`src/rtl/counter_pkg.sv`:
```
// counter_pkg: shared direction type and digit-width helper for the modulo counter chain.
package counter_pkg;
   typedef enum logic {CNT_DOWN = 1'b0, CNT_UP = 1'b1} cnt_dir_e;
   function automatic int clog2_min1(input int n);
      return ($clog2(n) < 1) ? 1 : $clog2(n);
   endfunction
endpackage

```
`src/rtl/counter_modulo_stage.sv`:
```
// counter_modulo_stage: one modulo-MOD up/down digit with clamped load, clear and terminal flag.
module counter_modulo_stage import counter_pkg::*; #(
   parameter int MOD = 10,
   parameter int W = clog2_min1(MOD)
) (
   input  logic         clk,
   input  logic         rst,
   input  logic         load,
   input  logic [W-1:0] ld_val,
   input  logic         clr,
   input  logic         step,
   input  logic         op,
   output logic [W-1:0] digit,
   output logic         tc
);
   localparam logic [W-1:0] MAX = W'(MOD - 1);
   assign tc = (op == CNT_UP) ? (digit == MAX) : (digit == '0);
   // tc doubles as the wrap condition, so the digit never leaves 0..MOD-1
   always_ff @(posedge clk or negedge rst)
      if (!rst) digit <= '0;
      else if (load) digit <= (ld_val > MAX) ? MAX : ld_val;
      else if (clr) digit <= '0;
      else if (step) digit <= (op == CNT_UP) ? (tc ? '0 : digit + 1'b1) : (tc ? MAX : digit - 1'b1);
endmodule

```
`src/rtl/counter_modulo_chain.sv`:
```
// counter_modulo_chain: NUM_STAGES cascaded modulo-MOD digits with ripple enable and wrap pulse.
// Define COUNTER_CHAIN_SAT_EN to saturate at the terminal value instead of wrapping.
module counter_modulo_chain import counter_pkg::*; #(
   parameter int NUM_STAGES = 4,
   parameter int MOD = 10,
   parameter int W = clog2_min1(MOD)
) (
   input  logic                    clk,
   input  logic                    rst,
   input  logic                    enb,
   input  logic                    sync_rst_enb,
   input  logic                    op,
   input  logic                    load,
   input  logic [NUM_STAGES*W-1:0] load_value,
   output logic [NUM_STAGES*W-1:0] Counting,
   output logic [NUM_STAGES-1:0]   stage_tc,
   output logic                    Flag,
   output logic                    carry
);
   logic [NUM_STAGES-1:0] ripple;
   logic clr, go;
   assign clr = enb & sync_rst_enb;
   assign Flag = &stage_tc;
`ifdef COUNTER_CHAIN_SAT_EN
   assign go = enb & ~Flag;
`else
   assign go = enb;
`endif
   for (genvar i = 0; i < NUM_STAGES; i++) begin : g_stage
      if (i == 0) begin : g_lsb
         assign ripple[i] = 1'b1;
      end else begin : g_upper
         assign ripple[i] = ripple[i-1] & stage_tc[i-1];
      end
      counter_modulo_stage #(.MOD(MOD), .W(W)) u_stage (
         .clk(clk),
         .rst(rst),
         .load(load),
         .ld_val(load_value[i*W +: W]),
         .clr(clr),
         .step(go & ripple[i]),
         .op(op),
         .digit(Counting[i*W +: W]),
         .tc(stage_tc[i])
      );
   end
   // A step taken while the whole chain is terminal is a wrap (or a saturation hit)
   always_ff @(posedge clk or negedge rst)
      if (!rst) carry <= 1'b0;
      else carry <= ~load & ~clr & enb & Flag;
endmodule
```
`config.mk`:
```
export PLATFORM = sky130hd
export DESIGN_NAME = counter_modulo_chain
export DESIGN_NICKNAME = d
export VERILOG_FILES = /design/src/rtl/counter_pkg.sv /design/src/rtl/counter_modulo_stage.sv /design/src/rtl/counter_modulo_chain.sv
export SDC_FILE = /design/constraint.sdc
export NUM_CORES = 1
export LEC_CHECK = 0
export ABC_AREA = 1
export CAP_MARGIN = 20
export CORE_UTILIZATION = 45
export CTS_CLUSTER_SIZE = 8
export DETAILED_ROUTE_END_ITERATION = 7
export HOLD_SLACK_MARGIN = 0.06
export PLACE_DENSITY = 0.73
export SLEW_MARGIN = 10
export SYNTH_ARGS = -nofsm -noshare
export SYNTH_HDL_FRONTEND = slang
export SYNTH_HIERARCHICAL = 1
export SYNTH_SLANG_ARGS = --single-unit
```
`constraint.sdc`:
```
create_clock -name clk -period 1.7 [get_ports clk]
set_input_delay 0.17 -clock clk [delete_from_list [all_inputs] [get_ports clk]]
set_output_delay 0.17 -clock clk [all_outputs]
set_load 0.1 [all_outputs]
```
==> results of run 1 <==
==> placed cells by master (no fill, tap or decap), drive strengths merged, types with 5 or more instances in the layout <==
| master | count |
|---|---|
| clkinvlp | 5 |
| nand2 | 92 |
| inv | 52 |
| nor2 | 41 |
| nand4 | 6 |
| nand3 | 31 |
| buf | 71 |
| clkdlybuf4s50 | 21 |
| ha | 12 |
| dfrtp | 17 |
| a21oi | 22 |
| nor3 | 6 |
==> cell families after synthesis <==
logic type | count (synthesis) | share of synthesized area (%)
AOI/OAI and AO/OA | 32 | 11.6
xor gates and xnor gates | 3 | 1.37
adders and majority gates | 12 | 7.84
buffers and inverters | 60 | 12.9
DFF | 17 | 22.2
and+or+nand+nor | 176 | 44.1
==> worst paths after layout <==
path,to,start,slack [ns]
worst max-delay path,Flag,g_stage[1].u_stage/digit[0]$_DFFE_PN0P_,-0.31
worst min-delay path,g_stage[3].u_stage/digit[0]$_DFFE_PN0P_,rst,0.25
worst max register to register,g_stage[2].u_stage/digit[1]$_DFFE_PN0P_,g_stage[1].u_stage/digit[0]$_DFFE_PN0P_,-0.11
worst min register to register,g_stage[1].u_stage/digit[2]$_DFFE_PN0P_,g_stage[1].u_stage/digit[2]$_DFFE_PN0P_,0.67
max in group asynchronous,g_stage[0].u_stage/digit[1]$_DFFE_PN0P_,rst,1.23
min in group clk,carry$_DFF_PN0_,sync_rst_enb,0.58
==> final cells by class <==
type | count | area share (%)
inverters | 57 | 7.67
repair buffers | 92 | 31.2
multi-input cells | 223 | 43.9
clock buffers | 4 | 1.35
well taps | 50 | 1.88
flip-flops and latches | 17 | 14.0
==> sequential cells by signal, indices dropped and copies added, names as in the netlist <==
| signal | count |
|---|---|
| carry | 1 |
| g_stage.u_stage/digit | 16 |
==> per-layer routing <==
layer	global-route usage, %	part of all wire, %	routed length (um)	up-vias
met2	45.3	51	2650	69
li1	-	-	-	1135
met3	4.90	5.1	264	10
met5	0	0	0	-
met1	29.3	42	2200	1031
met4	9.31	1.6	82	0
==> stage by stage <==
stage,setup slack (ns),instance area (sq um)
floorplan,-0.814,2090
global placement,-0.199,3090
detailed placement,-0.267,3090
CTS,-0.321,3250
global route,-0.421,3330
finish,-0.310,3330
==> where the power goes <==
group          leakage, nW  switching (mW)  internal [mW]
clock network       0.0228           0.135          0.166
logic                 1.38            1.24          0.843
registers            0.187           0.146          0.499
==> what timing repair did <==
| action | CTS | global route |
|---|---|---|
| endpoints found under the setup margin | 13 | 16 |
| pin swaps | 6 | 5 |
| hold buffers | 0 | 0 |
| setup buffers | 4 | 5 |
| gates resized for setup | 14 | 14 |
==> results.py, run 1 <==
metrics = {
    "outcome": {
        "outcome": "finished with violations",
        "violations": "negative setup slack",
    },
    "critical_path": {
        "endpoint_kind": "primary output",
        "cp_slowest_stage_delay_ns": 0.51,
        "path_max_fanout": 3,
        "critPathSlowestCell": "dfrtp_4",
        "path_buf_inv": 5,
        "crit_chain": "ha_4 -> nand2_4 -> nor3_4 -> a21oi_2 -> clkinvlp_4 -> nand2_2 -> inv_2 -> buf_6 -> nand2_4 -> clkinvlp_4 -> buf_12",
        "crit_arrival_ns": 1.84,
        "crit_required_ns": 1.53,
        "worstSetupPathType": "reg -> out",
        "startpoint_type": "flip-flop",
        "critPathTopFamily": "buffers and inverters",
        "worstRegToRegCells": 13,
        "crit_cells": 11,
    },
    "logic_synthesis": {
        "synth_top_area_share_pct": 22.2,
        "synth_area_leaders": "dfrtp_1 (22%), nand2_1 (16%), nand3_1 (8.1%), ha_1 (7.8%), inv_1 (7.8%)",
        "synth_edf_count": 0,
        "synthTopCellsByCount": "nand2_1 (81), inv_1 (40), nand3_1 (31)",
        "syn-instance-count": 300,
        "syn-num-nets": 334,
        "async_reset_ff_share_pct": 100,
        "yosysMostFrequentCell": "nand2_1",
        "ys_seq_elements": 17,
        "synth.distinct_cells": 22,
        "syn_avg_cell_area_sq_um": 6.38,
        "ys.flop_type": "dfrtp_1",
        "ys_warn_count": 6,
        "synth-seq-area-share_pct": 22.2,
        "synth_top_area_cell": "dfrtp_1",
        "synth_area_sq_um": 1910,
    },
    "cells_and_area": {
        "multiInputGateArea_sq_um": 1460,
        "final_core_utilization_pct": 82.6,
        "regArea_sq_um": 465,
        "finalNetCount": 428,
        "syn_to_final_growth_pct": 73.9,
        "n_fill_cell": 264,
        "fin_cells": 443,
        "layout-drive-gt1-share_pct": 48.1,
        "diodes": 0,
    },
    "power_and_ir_drop": {
        "p_per_area_nw_per_um2": 910,
        "p_leak_nw": 1.59,
        "ir_drop_mv": 0.768,
        "design_power_total_mw": 3.03,
    },
    "grt": {
        "grt_pass1_wl_um": 8800,
        "grt_max_degree": 25,
        "grt-ovfl-total": 0,
        "antenna_found_initial": 0,
        "track_usage_pct": 25.2,
        "grt_pass1_vias": 2172,
    },
    "drt": {
        "drtIter0Drc": 119,
        "drt-wirelength-per-cell_um": 11.7,
        "drtPass1Iterations": 4,
        "wirelength_um": 5200,
        "vias": 2245,
        "vias_per_cell": 5.07,
        "postRouteAntennaNets": 0,
        "drc_errors": 0,
    },
    "timing": {
        "hold_viol_final": 0,
        "timing.hold.ws_ns": 0.254,
        "tns_ns": -1.26,
        "setup_viol": 13,
        "rsz0062_at_grt": "true",
        "fin_skew_ns": 0.00319,
        "worstMarginPinSlew_ns": 0.267,
        "fin_ws_ns": -0.310,
        "finalMaxSlewViolations": 0,
        "relSlewSlack_pct": 82.0,
        "period_share_pct": 118,
        "fmax_ghz": 0.497,
        "fin_crit_ns": 2.01,
    },
    "clock_network": {
        "cts-htree-levels": 1,
        "cts-buffers-inserted": 3,
        "cts.reportedPaths.clkPinSlew_ns": 0.07,
        "clkLatencyLatePin_ns": 0.25,
        "clk_path_buf_depth": 2,
        "cts_tree": "built",
        "clockRootBuffer": "clkbuf_8",
        "clock-sinks": 17,
    },
    "floorplan": {
        "die-area_sq_um": 4520,
        "num_rows": 23,
        "die_w_um": 67.2,
        "die_h_um": 67.2,
        "core_area_sq_um": 4030,
        "boundaryPins": 44,
        "start_util_pct": 47.5,
    },
    "placed_design": {
        "numPortBuffers": 43,
        "dp.cells": 432,
        "gp_congestion": 0.892,
        "dp_hpwl_um": 4050,
    },
    "run": {
        "drv_cap": 0,
    },
    "min_path": {
        "hp-class": "in -> async",
    },
}
(Power assumes the default switching activity.)
==> run 2, diff against run 1 <==
Settings changed: CTS_CLUSTER_SIZE 8 to 10.
==> results of run 2 <==
The final DEF is identical to that of run 1; final timing and power are the same.
